[src/rtl/rv32_fetch_queue_if.sv]
// Fetch/decode handshake bundle for the rv32 fetch queue.
// The master side is fetch+decode, the slave side is the queue itself.
interface rv32_fetch_queue_if #(parameter int XLEN = 32);
  logic            enq_valid_i;
  logic            enq_ready_o;
  logic [31:0]     enq_instr_i;
  logic [XLEN-1:0] enq_pc_i;
  logic            enq_fault_i;
  logic            deq_valid_o;
  logic            deq_ready_i;
  logic [31:0]     deq_instr_o;
  logic [XLEN-1:0] deq_pc_o;
  logic            deq_exc_o;
  logic [3:0]      deq_cause_o;

  modport master (
    output enq_valid_i, enq_instr_i, enq_pc_i, enq_fault_i, deq_ready_i,
    input  enq_ready_o, deq_valid_o, deq_instr_o, deq_pc_o, deq_exc_o, deq_cause_o
  );

  modport slave (
    input  enq_valid_i, enq_instr_i, enq_pc_i, enq_fault_i, deq_ready_i,
    output enq_ready_o, deq_valid_o, deq_instr_o, deq_pc_o, deq_exc_o, deq_cause_o
  );
endinterface

[src/rtl/rv32_fetch_queue.sv]
// DEPTH-entry first-word-fall-through IF/ID buffer with flush, optional
// zero-latency bypass and per-entry fetch exception tagging.
module rv32_fetch_queue #(
  parameter int          XLEN      = 32,
  parameter int          DEPTH     = 4,
  parameter int          BYPASS    = 0,
  parameter logic [31:0] NOP_INSTR = 32'h0000_0013
) (
  input  logic                       clk,
  input  logic                       rst,
  input  logic                       flush_i,
  rv32_fetch_queue_if.slave          q,
  output logic [$clog2(DEPTH+1)-1:0] count_o
);
  localparam int AW = $clog2(DEPTH);
  localparam int PW = AW + 1;
  localparam int CW = $clog2(DEPTH + 1);

  typedef struct packed {
    logic            fault;
    logic [XLEN-1:0] pc;
    logic [31:0]     instr;
  } entry_t;

  entry_t          mem [DEPTH];
  logic [PW-1:0]   rd_ptr, wr_ptr;
  entry_t          enq_e, head;
  logic            empty, full, byp, enq_fire, deq_fire, wr_en, rd_adv, misal;

  // Extra pointer MSB is a wrap bit so full and empty are distinguishable.
  assign empty = (rd_ptr == wr_ptr);
  assign full  = (rd_ptr[AW-1:0] == wr_ptr[AW-1:0]) && (rd_ptr[AW] != wr_ptr[AW]);

  assign enq_e = '{fault: q.enq_fault_i, pc: q.enq_pc_i, instr: q.enq_instr_i};

  assign q.enq_ready_o = !full && !rst;

  assign byp  = (BYPASS != 0) && empty && q.enq_valid_i && !flush_i && !rst;
  assign head = byp ? enq_e : mem[rd_ptr[AW-1:0]];

  assign q.deq_valid_o = (!empty || byp) && !flush_i && !rst;

  assign enq_fire = q.enq_valid_i && q.enq_ready_o && !flush_i;
  assign deq_fire = q.deq_valid_o && q.deq_ready_i;
  // A bypassed entry consumed in the same cycle never touches storage.
  assign wr_en  = enq_fire && !(byp && q.deq_ready_i);
  assign rd_adv = deq_fire && !byp;

  assign misal         = (head.pc[1:0] != 2'b00);
  assign q.deq_instr_o = q.deq_valid_o ? head.instr : NOP_INSTR;
  assign q.deq_pc_o    = q.deq_valid_o ? head.pc : '0;
  assign q.deq_exc_o   = q.deq_valid_o && (head.fault || misal);
  // Access fault outranks misalignment; misalignment cause code is 0.
  assign q.deq_cause_o = (q.deq_valid_o && head.fault) ? 4'h1 : 4'h0;

  assign count_o = CW'(wr_ptr - rd_ptr);

  always_ff @(posedge clk) begin
    if (rst || flush_i) begin
      rd_ptr <= '0;
      wr_ptr <= '0;
    end else begin
      if (wr_en)  wr_ptr <= wr_ptr + PW'(1);
      if (rd_adv) rd_ptr <= rd_ptr + PW'(1);
    end
  end

  always_ff @(posedge clk) begin
    if (wr_en) mem[wr_ptr[AW-1:0]] <= enq_e;
  end
endmodule
[src/flat_wrapper.sv]
// flat-port wrapper written by rule: the top's interface ports become plain ports
module rv32_fetch_queue_flat 
#(
  parameter int          XLEN      = 32,
  parameter int          DEPTH     = 4,
  parameter int          BYPASS    = 0,
  parameter logic [31:0] NOP_INSTR = 32'h0000_0013
)
  (clk, rst, flush_i, count_o, q_enq_valid_i, q_enq_instr_i, q_enq_pc_i, q_enq_fault_i, q_deq_ready_i, q_enq_ready_o, q_deq_valid_o, q_deq_instr_o, q_deq_pc_o, q_deq_exc_o, q_deq_cause_o);
  rv32_fetch_queue_if #(.XLEN(XLEN)) q_i ();
  input  logic clk;
  input  logic rst;
  input  logic flush_i;
  output logic [$clog2(DEPTH+1)-1:0] count_o;
  input wire logic [$bits(q_i.enq_valid_i)-1:0] q_enq_valid_i;
  input wire logic [$bits(q_i.enq_instr_i)-1:0] q_enq_instr_i;
  input wire logic [$bits(q_i.enq_pc_i)-1:0] q_enq_pc_i;
  input wire logic [$bits(q_i.enq_fault_i)-1:0] q_enq_fault_i;
  input wire logic [$bits(q_i.deq_ready_i)-1:0] q_deq_ready_i;
  output wire logic [$bits(q_i.enq_ready_o)-1:0] q_enq_ready_o;
  output wire logic [$bits(q_i.deq_valid_o)-1:0] q_deq_valid_o;
  output wire logic [$bits(q_i.deq_instr_o)-1:0] q_deq_instr_o;
  output wire logic [$bits(q_i.deq_pc_o)-1:0] q_deq_pc_o;
  output wire logic [$bits(q_i.deq_exc_o)-1:0] q_deq_exc_o;
  output wire logic [$bits(q_i.deq_cause_o)-1:0] q_deq_cause_o;
  assign q_i.enq_valid_i = q_enq_valid_i;
  assign q_i.enq_instr_i = q_enq_instr_i;
  assign q_i.enq_pc_i = q_enq_pc_i;
  assign q_i.enq_fault_i = q_enq_fault_i;
  assign q_i.deq_ready_i = q_deq_ready_i;
  assign q_enq_ready_o = q_i.enq_ready_o;
  assign q_deq_valid_o = q_i.deq_valid_o;
  assign q_deq_instr_o = q_i.deq_instr_o;
  assign q_deq_pc_o = q_i.deq_pc_o;
  assign q_deq_exc_o = q_i.deq_exc_o;
  assign q_deq_cause_o = q_i.deq_cause_o;
  rv32_fetch_queue #(.XLEN(XLEN), .DEPTH(DEPTH), .BYPASS(BYPASS), .NOP_INSTR(NOP_INSTR)) u_core (.clk(clk), .rst(rst), .flush_i(flush_i), .q(q_i), .count_o(count_o));
endmodule
[config.mk]
export PLATFORM = sky130hd
export DESIGN_NAME = rv32_fetch_queue_flat
export DESIGN_NICKNAME = d
export VERILOG_FILES = /design/src/rtl/rv32_fetch_queue_if.sv /design/src/rtl/rv32_fetch_queue.sv /design/src/flat_wrapper.sv
export SDC_FILE = /design/constraint.sdc
export NUM_CORES = 1
export LEC_CHECK = 0
export BUFFER_PORTS_ARGS = -buffer_cell sky130_fd_sc_hd__buf_2
export CELL_PAD_IN_SITES_DETAIL_PLACEMENT = 1
export CELL_PAD_IN_SITES_GLOBAL_PLACEMENT = 1
export CORE_MARGIN = 2
export CORE_UTILIZATION = 45
export CTS_CLUSTER_SIZE = 10
export DETAILED_ROUTE_END_ITERATION = 8
export GPL_ROUTABILITY_DRIVEN = 1
export MAX_ROUTING_LAYER = met4
export PLACE_DENSITY_LB_ADDON = 0.1
export SLEW_MARGIN = 20
export SYNTH_ARGS = -nofsm -noshare
export SYNTH_HDL_FRONTEND = slang
export SYNTH_SLANG_ARGS = --single-unit
export TNS_END_PERCENT = 100
[constraint.sdc]
create_clock -name clk -period 3.1 [get_ports clk]
set_clock_uncertainty 0.15 [all_clocks]
set_input_delay 0.31 -clock clk [delete_from_list [all_inputs] [get_ports clk]]
set_output_delay 0.31 -clock clk [all_outputs]
set_load 0.01 [all_outputs]
* Word-level counts from Yosys, hierarchy flattened *
Memory sizes are Yosys's and may differ from the RTL's. A register that Yosys moved wholly into a read port is not among the register bits.
Cells that the tools add are included.
W data, S select, Z words.

operators by class
  multiplexer cells = 7
  add/subtract/negate cells = 3
  equal/unequal tests = 3
  reduce and logical (&&, ||, !) cells = 16

operator list
  operator               count
  $mux W32               2
  $logic_and A1 B1 Y1    9
  $add A3 B1 Y3 const B  2
  $logic_not A1 Y1       4
  $mux W2                2
  $eq A3 B3 Y1           1
  $mux W1                3
  $sub A3 B3 Y3          1
  $eq A2 B2 Y1           1
  $logic_or A1 B1 Y1     2
  $reduce_bool A2 Y1     1
  $ne A1 B1 Y1           1

storage, ports and cells
  RAM bits = 260
  register bits after elaboration = 6
  memories = 1
  output and inout port bits = 74
  logic and storage cells = 32

memory list
  memory      words  width  rd ports  clocked after memory_dff  wr ports  line                    text
  u_core.mem  4      65     1         1                         1         rv32_fetch_queue.sv:25  entry_t mem [DEPTH];

* Longest topological paths before layout *
Gate-level depths: netlist of the first run.

  depth in word-level cells = 8
  gate-level depth with buffers = 6

* Least setup slack after synthesis of the first run *
OpenSTA, ideal clock, no wires.

  path kind = reg-to-reg
  start point = register u_core.wr_ptr[0]
  end point = memory u_core.mem[3][0] (netlist name), enable pin
  clock period less this slack = 3.296 ns
  required time = 2.520 ns
  path slack = -0.196 ns
  setup time = 0.430 ns
  cell stages (with the launch flop) = 6
  arrival time = 2.716 ns
  cells stage by stage = dfxtp_1 inv_1 ha_1 nand2_1 o21a_1 and3_1

between the ends
  cells in the longest elaborated chain, start to end = 8

ends and longest elaborated chain
  item                              line                    text
  start: declaration                rv32_fetch_queue.sv:26  logic [PW-1:0] rd_ptr, wr_ptr;
  start signal: assignment          rv32_fetch_queue.sv:63  if (wr_en) wr_ptr <= wr_ptr + PW'(1);
  $eq A2 B2 Y1                      rv32_fetch_queue.sv:32  assign full = (rd_ptr[AW-1:0] == wr_ptr[AW-1:0]) && (rd_ptr[AW] != wr_ptr[AW]);
  $logic_and A1 B1 Y1               rv32_fetch_queue.sv:32
  $logic_not A1 Y1                  rv32_fetch_queue.sv:36  assign q.enq_ready_o = !full && !rst;
  $logic_and A1 B1 Y1               rv32_fetch_queue.sv:36
  $logic_and A1 B1 Y1 (2 in a row)  rv32_fetch_queue.sv:43  assign enq_fire = q.enq_valid_i && q.enq_ready_o && !flush_i;
  $mux W1                           rv32_fetch_queue.sv:69  if (wr_en) mem[wr_ptr[AW-1:0]] <= enq_e;
  $mux W1 (not written as such)     rv32_fetch_queue.sv:69
  end: declaration                  rv32_fetch_queue.sv:25

Parallel ways exist; a longest one is shown, timed or not.

==> impl_metrics.json, run 1 <==
{
  "yosys_register_bits": 268,
  "slew_viol_final": 0,
  "synth_most_common_cell": "edfxtp_1",
  "drtIter0Drc": 245,
  "outcome": "completed",
  "maxSlewHeadroom_pct": 63.0,
  "p_per_area_nw_per_um2": 570,
  "layoutNonFillerInstCount": 1002,
  "power_mw": 7.48,
  "setup_tns_ns": 0,
  "grt_pass1_wl_um": 33600,
  "drc": 0,
  "netlist.area_leader.share_pct": 75.5,
  "dr_wl_met3_um": 924,
  "fin_ws_ns": 0.186,
  "swShare_pct": 19.3,
  "clk_latency_ns": 0.54,
  "hold_viol_final": 0,
  "std_cell_rows": 55,
  "fin_crit_ns": 2.91,
  "ys_async_sr_fraction_pct": 0,
  "comb_power_share_pct": 4.3,
  "gp_congestion": 0.723,
  "syn-cell-area_um2": 10300,
  "setup_violations": 0,
  "min_period_over_period_pct": 94.0,
  "critPathSlowestCell": "dfxtp_4",
  "dp_cells": 885,
  "arrival_ns": 2.45,
  "synth_edf_count": 260,
  "required_ns": 2.64,
  "p_seq_share_pct": 53.9,
  "internal-power_mw": 6.03,
  "start_util_pct": 45.8,
  "regArea_um2": 7980,
  "yosys.area.top_type": "edfxtp_1",
  "rsz0062_at_grt": "no",
  "worst_pin_slew_ns": 0.553,
  "wl_met2_um": 11100,
  "port_buffers": 140,
  "r2r_cells": 6,
  "synth_ff_type": "edfxtp_1",
  "io-pin-count": 144,
  "design.die.area_um2": 24200,
  "cts_buffers": 31,
  "r2r-end": "u_core.mem[2][1]",
  "diodes": 0,
  "rrSetupSlack_ns": 0.55,
  "pwr-share-clk_pct": 41.9,
  "ctsResizeCount": 0,
  "routed.top_layer": "met4",
  "grt_max_degree": 37,
  "synth_area_leaders": "edfxtp_1 (75%), mux4_2 (14%), and2_1 (3.8%), dfxtp_1 (1.5%), ha_1 (0.85%)",
  "r2r_start": "u_core.wr_ptr[0]",
  "grt_pass1_vias": 5878,
  "cts_sinks": 268,
  "crit_path_end": "q_deq_pc_o[16]",
  "ant_nets": 0,
  "yosysWarningCount": 0,
  "multi_input_area_um2": 2240,
  "grt_usage_pct": 18.9,
  "drive_gt1_share_pct": 37.7,
  "critical-path-max-stage-delay_ns": 0.70,
  "dpl.hpwl_um": 12800,
  "power_leakage_nw": 4.62,
  "wl_per_cell_um": 21.5,
  "crit_path_max_fanout": 24,
  "max-vdd-ir-drop_mv": 0.493,
  "fmax_mhz": 343,
  "p_sw_mw": 1.45,
  "yosysUniqueCellTypes": 28,
  "cp_cell_sequence": "buf_12 -> mux4_2 -> and2_1 -> buf_2",
  "htree_levels": 1,
  "route.vias.total": 5199,
  "fin_nets": 782,
  "core_area_um2": 22600,
  "syn_area_per_cell_um2": 22.2,
  "first_pass_iters": 4,
  "root_buffer": "clkbuf_16",
  "dp_slack_ns": 0.556,
  "path_class": "flip-flop to output pin",
  "critPathCaptureType": "output pin",
  "synthTopCellsByCount": "edfxtp_1 (260), mux4_2 (65), and2_1 (62)",
  "dieHeight_um": 156,
  "synth-seq-area-share_pct": 77.0,
  "viasPerCell": 5.19,
  "post-route-util_pct": 58.1,
  "cts_buffer_depth": 3,
  "overflow": 0,
  "crit_path_start_kind": "flip-flop",
  "synthToLayoutAreaGrowth_pct": 26.9,
  "clk_pin_slew_ns": 0.05,
  "antenna_found_initial": 0,
  "fillCellCount": 1994,
  "netlist_instances": 466,
  "cts_tree": "done",
  "wl_met1_um": 9230,
  "maxCapViolations": 0,
  "die_width_um": 156,
  "hold_path.class": "input pin to flip-flop",
  "routed_wl_um": 21600
}
power groups by stage:
stage / Combinational [mW] / Clock [mW] / Sequential (mW)
6_report: 0.318 / 3.13 / 4.03
3_3_place_gp: 0.239 / 0 / 4.10
5_1_grt: 0.347 / 3.34 / 4.03
2_1_floorplan: 0.118 / 0 / 4.10
4_1_cts: 0.319 / 3.21 / 4.03
3_5_place_dp: 0.250 / 0 / 4.10
worst min-delay path by stage:
stage                          start               end  slack (ns)  cells past startpoint
global placement    u_core.rd_ptr[2]  u_core.rd_ptr[2]        0.34                      1
floorplan           q_enq_instr_i[0]  u_core.mem[0][0]        0.26                      0
global route           q_enq_valid_i  u_core.wr_ptr[2]        0.05                      4
finish                 q_enq_valid_i  u_core.wr_ptr[2]        0.03                      4
detailed placement  u_core.rd_ptr[0]  u_core.rd_ptr[0]        0.35                      1
CTS                    q_enq_valid_i  u_core.wr_ptr[2]        0.02                      4
worst max-delay path, delay by kind of cell (launching register included):
kind,cells,cell delay (ns)
AND/OR/NAND/NOR,1,0.20
flip-flops,1,0.70
multiplexers,1,0.54
buffers and inverters,2,0.45
kinds of logic after synthesis:
logic type	after synthesis	synth area share, %
flops	268	77.0
simple gates	82	4.83
mux	69	14.5
buf+inv	29	1.57
fa+ha+maj	8	1.04
compound gates	5	0.520
xor+xnor	4	0.411
other cells	1	0.0363
layout make-up:
class | count | share of cell area, %
inverter | 5 | 0.143
tap | 285 | 2.72
clock buffer | 43 | 6.41
multi-input combinational | 171 | 17.1
timing repair buffer | 227 | 12.8
sequential | 268 | 60.8
clock inverter | 3 | 0.133
routing by layer:
layer	vias up	global-route usage (%)
met5	-	-
met4	0	4.33
met3	34	3.36
met2	144	31.6
met1	2672	24.5
li1	2349	-
placed cells by master (no fill, tap or decap), types with 2 or more instances in the layout:
cell type / instances
edfxtp_1: 260
buf_2: 140
dlygate4sd3_1: 68
mux4_2: 65
and2_1: 62
clkbuf_16: 31
buf_12: 12
clkbuf_1: 10
ha_1: 7
buf_4: 7
nor2_1: 6
dfxtp_1: 6
inv_1: 5
and3_4: 4
mux2i_1: 4
nand2b_1: 3
nand2_1: 3
conb_1: 3
xnor2_1: 2
dfxtp_4: 2
clkbuf_8: 2
registers in the layout (all words and copies together), names as in the netlist, named ones only:
name           flops
u_core.wr_ptr      3
u_core.rd_ptr      3
u_core.mem       260
per-stage QoR:
step / cell area [µm²] / hold WS (ns)
floorplan: 10400 / 0.259
global placement: 11500 / 0.337
detailed placement: 11500 / 0.354
CTS: 13100 / 0.0164
global route: 13100 / 0.0506
finish: 13100 / 0.0315
repair_timing:
| item | CTS | global route |
|---|---|---|
| hold endpoints to repair | 268 | 0 |
| buffers inserted | 0 | 3 |
| setup endpoints to repair | 0 | 48 |
| hold buffers | 68 | 0 |
Note: power is estimated with default switching activity, not from simulation.
==> run 2: changes to the inputs <==
BUFFER_PORTS_ARGS = -buffer_cell sky130_fd_sc_hd__buf_4   (was -buffer_cell sky130_fd_sc_hd__buf_2)
CORE_UTILIZATION = 53   (was 45)
clock period = 3.4 ns   (was 3.1 ns; I/O delays follow)
==> impl_metrics.json, run 2 (synthesis gave the netlist of run 1 again) <==
{
  "first_pass_iters": 5,
  "fmax_mhz": 323,
  "pwr-share-clk_pct": 41.9,
  "path_class": "flip-flop to output pin",
  "power_leakage_nw": 4.61,
  "required_ns": 2.91,
  "grt_max_degree": 66,
  "dieHeight_um": 144,
  "critical-path-max-stage-delay_ns": 0.72,
  "layout_common_cells": "edfxtp_1 (260), buf_4 (148), dlygate4sd3_1 (66)",
  "cts_tree": "done",
  "htree_levels": 1,
  "gp_congestion": 0.729,
  "r2r_start": "u_core.wr_ptr[0]",
  "std_cell_rows": 51,
  "outcome": "completed",
  "antenna_found_initial": 1,
  "root_buffer": "clkbuf_16",
  "die_width_um": 144,
  "setup_tns_ns": 0,
  "cts_buffers": 30,
  "cts_sinks": 268,
  "comb_power_share_pct": 4.6,
  "dp_slack_ns": 0.696,
  "min_period_over_period_pct": 91.0,
  "ctsHoldBuffers": 66,
  "dpl.hpwl_um": 13300,
  "core_area_um2": 19300,
  "fin_area_um2": 13300,
  "worst_pin_slew_ns": 0.802,
  "hold_ws_ns": 0.0336,
  "rrSetupSlack_ns": 0.71,
  "crit_path_max_fanout": 27,
  "io-pin-count": 144,
  "post_cts_buffers": 0,
  "design.die.area_um2": 20600,
  "clk_pin_slew_ns": 0.06,
  "grt_pass1_wl_um": 34500,
  "dp_cells": 862,
  "critPathCaptureType": "output pin",
  "critPathSlowestCell": "dfxtp_4",
  "cp_cell_sequence": "buf_4 -> mux4_2 -> nand2b_1 -> buf_4",
  "start_util_pct": 53.5,
  "setup_violations": 0,
  "fin_nets": 773,
  "final_common_cell": "edfxtp_1",
  "hold_path_depth": 3,
  "cts_buffer_depth": 3,
  "crit_family": "flip-flops",
  "path_buf_inv": 2,
  "slew_viol_final": 0,
  "r2r-end": "u_core.mem[1][23]",
  "arrival_ns": 2.61,
  "p_per_area_nw_per_um2": 516,
  "hold_viol_final": 0,
  "maxCapViolations": 0,
  "fin_crit_ns": 3.10,
  "internal-power_mw": 5.53,
  "rsz0062_at_grt": "no",
  "drtIter0Drc": 377,
  "route.vias.total": 5306,
  "maxSlewHeadroom_pct": 46.6,
  "crit_path_start_kind": "flip-flop",
  "layoutNonFillerInstCount": 985,
  "power_mw": 6.87,
  "ant_nets": 0,
  "synthToLayoutAreaGrowth_pct": 28.7,
  "wl_per_cell_um": 23.2,
  "post-route-util_pct": 68.8,
  "routed.top_layer": "met4",
  "drc": 0,
  "r2r_cells": 6,
  "min_from": "flush_i",
  "p_seq_share_pct": 53.5,
  "clk_latency_ns": 0.53,
  "wl_met2_um": 11900,
  "wl_met1_um": 9440,
  "dr_wl_met3_um": 1050,
  "viasPerCell": 5.39,
  "grt_usage_pct": 23.4,
  "crit_top_cell": "buf_4",
  "port_buffers": 140,
  "p_sw_mw": 1.34,
  "place_area_um2": 11800,
  "worstHoldEndpoint": "u_core.wr_ptr[0]",
  "largest_register_ffs": 260,
  "swShare_pct": 19.5,
  "max-vdd-ir-drop_mv": 0.462,
  "ctsResizeCount": 0,
  "hold_path.class": "input pin to flip-flop",
  "fin_ws_ns": 0.304,
  "grt_pass1_vias": 5870,
  "drive_gt1_share_pct": 36.2,
  "routed_wl_um": 22800,
  "overflow": 0
}
[run 2: cell count changes in the layout (fill, tap and decap cells not counted)]
cell / previous run / this run
clkinv_2: 1 / 0
diode_2: 0 / 1
clkbuf_1: 10 / 25
buf_2: 140 / 0
buf_12: 12 / 5
clkinv_1: 1 / 0
dlygate4sd3_1: 68 / 66
clkbuf_8: 2 / 0
inv_6: 1 / 0
buf_4: 7 / 148
[run 2: power by group through the flow]
| stage | clock [mW] | sequential (mW) | combinational (mW) |
|---|---|---|---|
| floorplan | 0 | 3.74 | 0.107 |
| CTS | 2.93 | 3.67 | 0.319 |
| finish | 2.88 | 3.67 | 0.318 |
| global route | 3.06 | 3.67 | 0.344 |
| detailed placement | 0 | 3.74 | 0.256 |
| global placement | 0 | 3.74 | 0.244 |
[run 2: worst max-delay path by stage]
stage                     startpoint                 to  depth (start not counted)
finish                     flip-flop   q_deq_instr_o[4]                          4
global route               flip-flop   q_deq_instr_o[4]                          4
CTS                        flip-flop  q_deq_instr_o[14]                          4
detailed placement  u_core.wr_ptr[0]  u_core.mem[1][30]                          6
global placement    u_core.wr_ptr[0]  u_core.mem[0][56]                          6
floorplan           u_core.wr_ptr[0]   u_core.mem[3][0]                          5
[run 2: worst register-to-register path, stage by stage, from the launching register on]
cell and delay [ns]:
dfxtp_1 0.41, inv_1 0.12, ha_1 0.37, nand2_1 0.15, o21a_1 0.26, and3_4 0.51
buf_4 0.39
[run 2: area by class of cell]
class / instances / area [µm²]
sequential: 268 / 7980
clock buffer: 56 / 870
inverter: 5 / 18.8
antenna: 1 / 2.50
tap: 265 / 332
fill: 1602 / 6030
multi-input combinational: 171 / 2240
timing repair buffer: 219 / 1870
[run 2: layer usage]
| metal | global-route usage (%) | up-vias |
|---|---|---|
| met5 | - | - |
| met1 | 31.6 | 2743 |
| met4 | 5.88 | 0 |
| met2 | 38.9 | 179 |
| met3 | 2.63 | 37 |
| li1 | - | 2347 |
==> run 3: changes to the inputs <==
BUFFER_PORTS_ARGS = -buffer_cell sky130_fd_sc_hd__buf_2   (was -buffer_cell sky130_fd_sc_hd__buf_4)
==> impl_metrics.json, run 3 (synthesis gave the netlist of run 1 again) <==
{
  "critPathCaptureType": "output pin",
  "max-vdd-ir-drop_mv": 0.476,
  "crit_path_start_kind": "flip-flop",
  "fillCellCount": 1648,
  "drive_gt1_share_pct": 37.0,
  "hold_path.class": "input pin to flip-flop",
  "hold_viol_final": 0,
  "final_common_cell": "edfxtp_1",
  "maxSlewHeadroom_pct": 58.0,
  "fin_crit_ns": 3.00,
  "gp_congestion": 0.748,
  "route.vias.total": 5291,
  "layout_common_cells": "edfxtp_1 (260), buf_2 (140), dlygate4sd3_1 (66)",
  "root_buffer": "clkbuf_16",
  "slew_viol_final": 0,
  "grt.met2_usage_pct": 36.8,
  "min_period_over_period_pct": 88.2,
  "cts_tree": "done",
  "port_buffers": 140,
  "arrival_ns": 2.51,
  "p_per_area_nw_per_um2": 530,
  "post-route-util_pct": 67.0,
  "crit_path_max_fanout": 27,
  "power_leakage_nw": 4.56,
  "grt_pass1_vias": 5829,
  "antenna_found_initial": 0,
  "fin_ws_ns": 0.400,
  "fmax_mhz": 333,
  "clk_latency_ns": 0.53,
  "ant_nets": 0,
  "std_cell_rows": 51,
  "grt_pass1_wl_um": 33300,
  "required_ns": 2.91,
  "die_width_um": 144,
  "drc": 0,
  "viasPerCell": 5.44,
  "grt_max_degree": 59,
  "cts_buffers": 31,
  "critPathSlowestCell": "dfxtp_4",
  "rsz0062_at_grt": "no",
  "dp_slack_ns": 0.723,
  "outcome": "completed",
  "start_util_pct": 53.5,
  "drtIter0Drc": 252,
  "setup_tns_ns": 0,
  "top_usage_layer": "met2",
  "wl_per_cell_um": 22.4,
  "cts_sinks": 268,
  "routed_wl_um": 21800,
  "clk_pin_slew_ns": 0.05,
  "critical-path-max-stage-delay_ns": 0.74,
  "setup_violations": 0,
  "core_area_um2": 19300,
  "cp_cell_sequence": "buf_4 -> mux4_2 -> nand2b_1 -> buf_2",
  "design.die.area_um2": 20600,
  "hold_ws_ns": 0.0407,
  "power_mw": 6.87,
  "io-pin-count": 144,
  "met1_usage_pct": 29.8,
  "maxCapViolations": 0,
  "synthToLayoutAreaGrowth_pct": 25.3,
  "largest_register_ffs": 260,
  "fin_nets": 773,
  "worst_pin_slew_ns": 0.630,
  "path_class": "flip-flop to output pin",
  "diodes": 0,
  "cts_buffer_depth": 3,
  "grtUsageMet3_pct": 3.50,
  "grt_usage_pct": 22.3,
  "overflow": 0,
  "dpl.hpwl_um": 12800,
  "first_pass_iters": 4,
  "htree_levels": 1,
  "dieHeight_um": 144
}
run 3: layout make-up:
class                           count  area, µm²  share of cell area [%]
Sequential cell                   268       7980                    61.5
Multi-Input combinational cell    171       2240                    17.3
Timing Repair Buffer              218       1530                    11.8
Clock buffer                       44        835                    6.44
Tap cell                          265        332                    2.56
Clock inverter                      2       35.0                   0.270
Inverter                            5       18.8                   0.145
run 3: timing repair:
item | CTS | global route
endpoints found under the hold margin | 263 | 0
hold buffers | 66 | 0
gates resized for setup | 0 | 0
setup buffers | 0 | 0
run 3: stage by stage:
stage	instances	area [µm²]
5_1_grt	973	13000
3_3_place_gp	861	11400
2_1_floorplan	468	10300
6_report	973	13000
3_5_place_dp	861	11400
4_1_cts	973	13000
run 3: path summary, 6_finish.rpt:
check | from | endpoint | slack, ns | cells after the start
setup / recovery | flip-flop | q_deq_instr_o[4] | 0.40 | 4
hold / removal | flush_i | u_core.wr_ptr[0] | 0.04 | 3
hold reg to reg | u_core.rd_ptr[2] | u_core.rd_ptr[2] | 0.36 | 1
setup reg to reg | u_core.wr_ptr[0] | u_core.mem[2][55] | 0.73 | 6
run 3: metal layers:
metal / share of wire (%) / vias up
met5: 0 / -
met4: 1.6 / 0
met3: 4.3 / 34
met2: 50 / 157
met1: 44 / 2767
li1: - / 2333
run 3: worst max-delay path, delay by kind of cell, from the launching register on:
| kind | cells | cell delay (ns) |
|---|---|---|
| buffers and inverters | 2 | 0.54 |
| muxes | 1 | 0.54 |
| DFF | 1 | 0.74 |
| and+or+nand+nor | 1 | 0.16 |
run 3: power by group:
part	internal (mW)	switching (mW)	total, mW
combinational	0.148	0.135	0.283
sequential	3.66	0.0150	3.67
clock	1.74	1.17	2.91
total	5.55	1.32	6.87
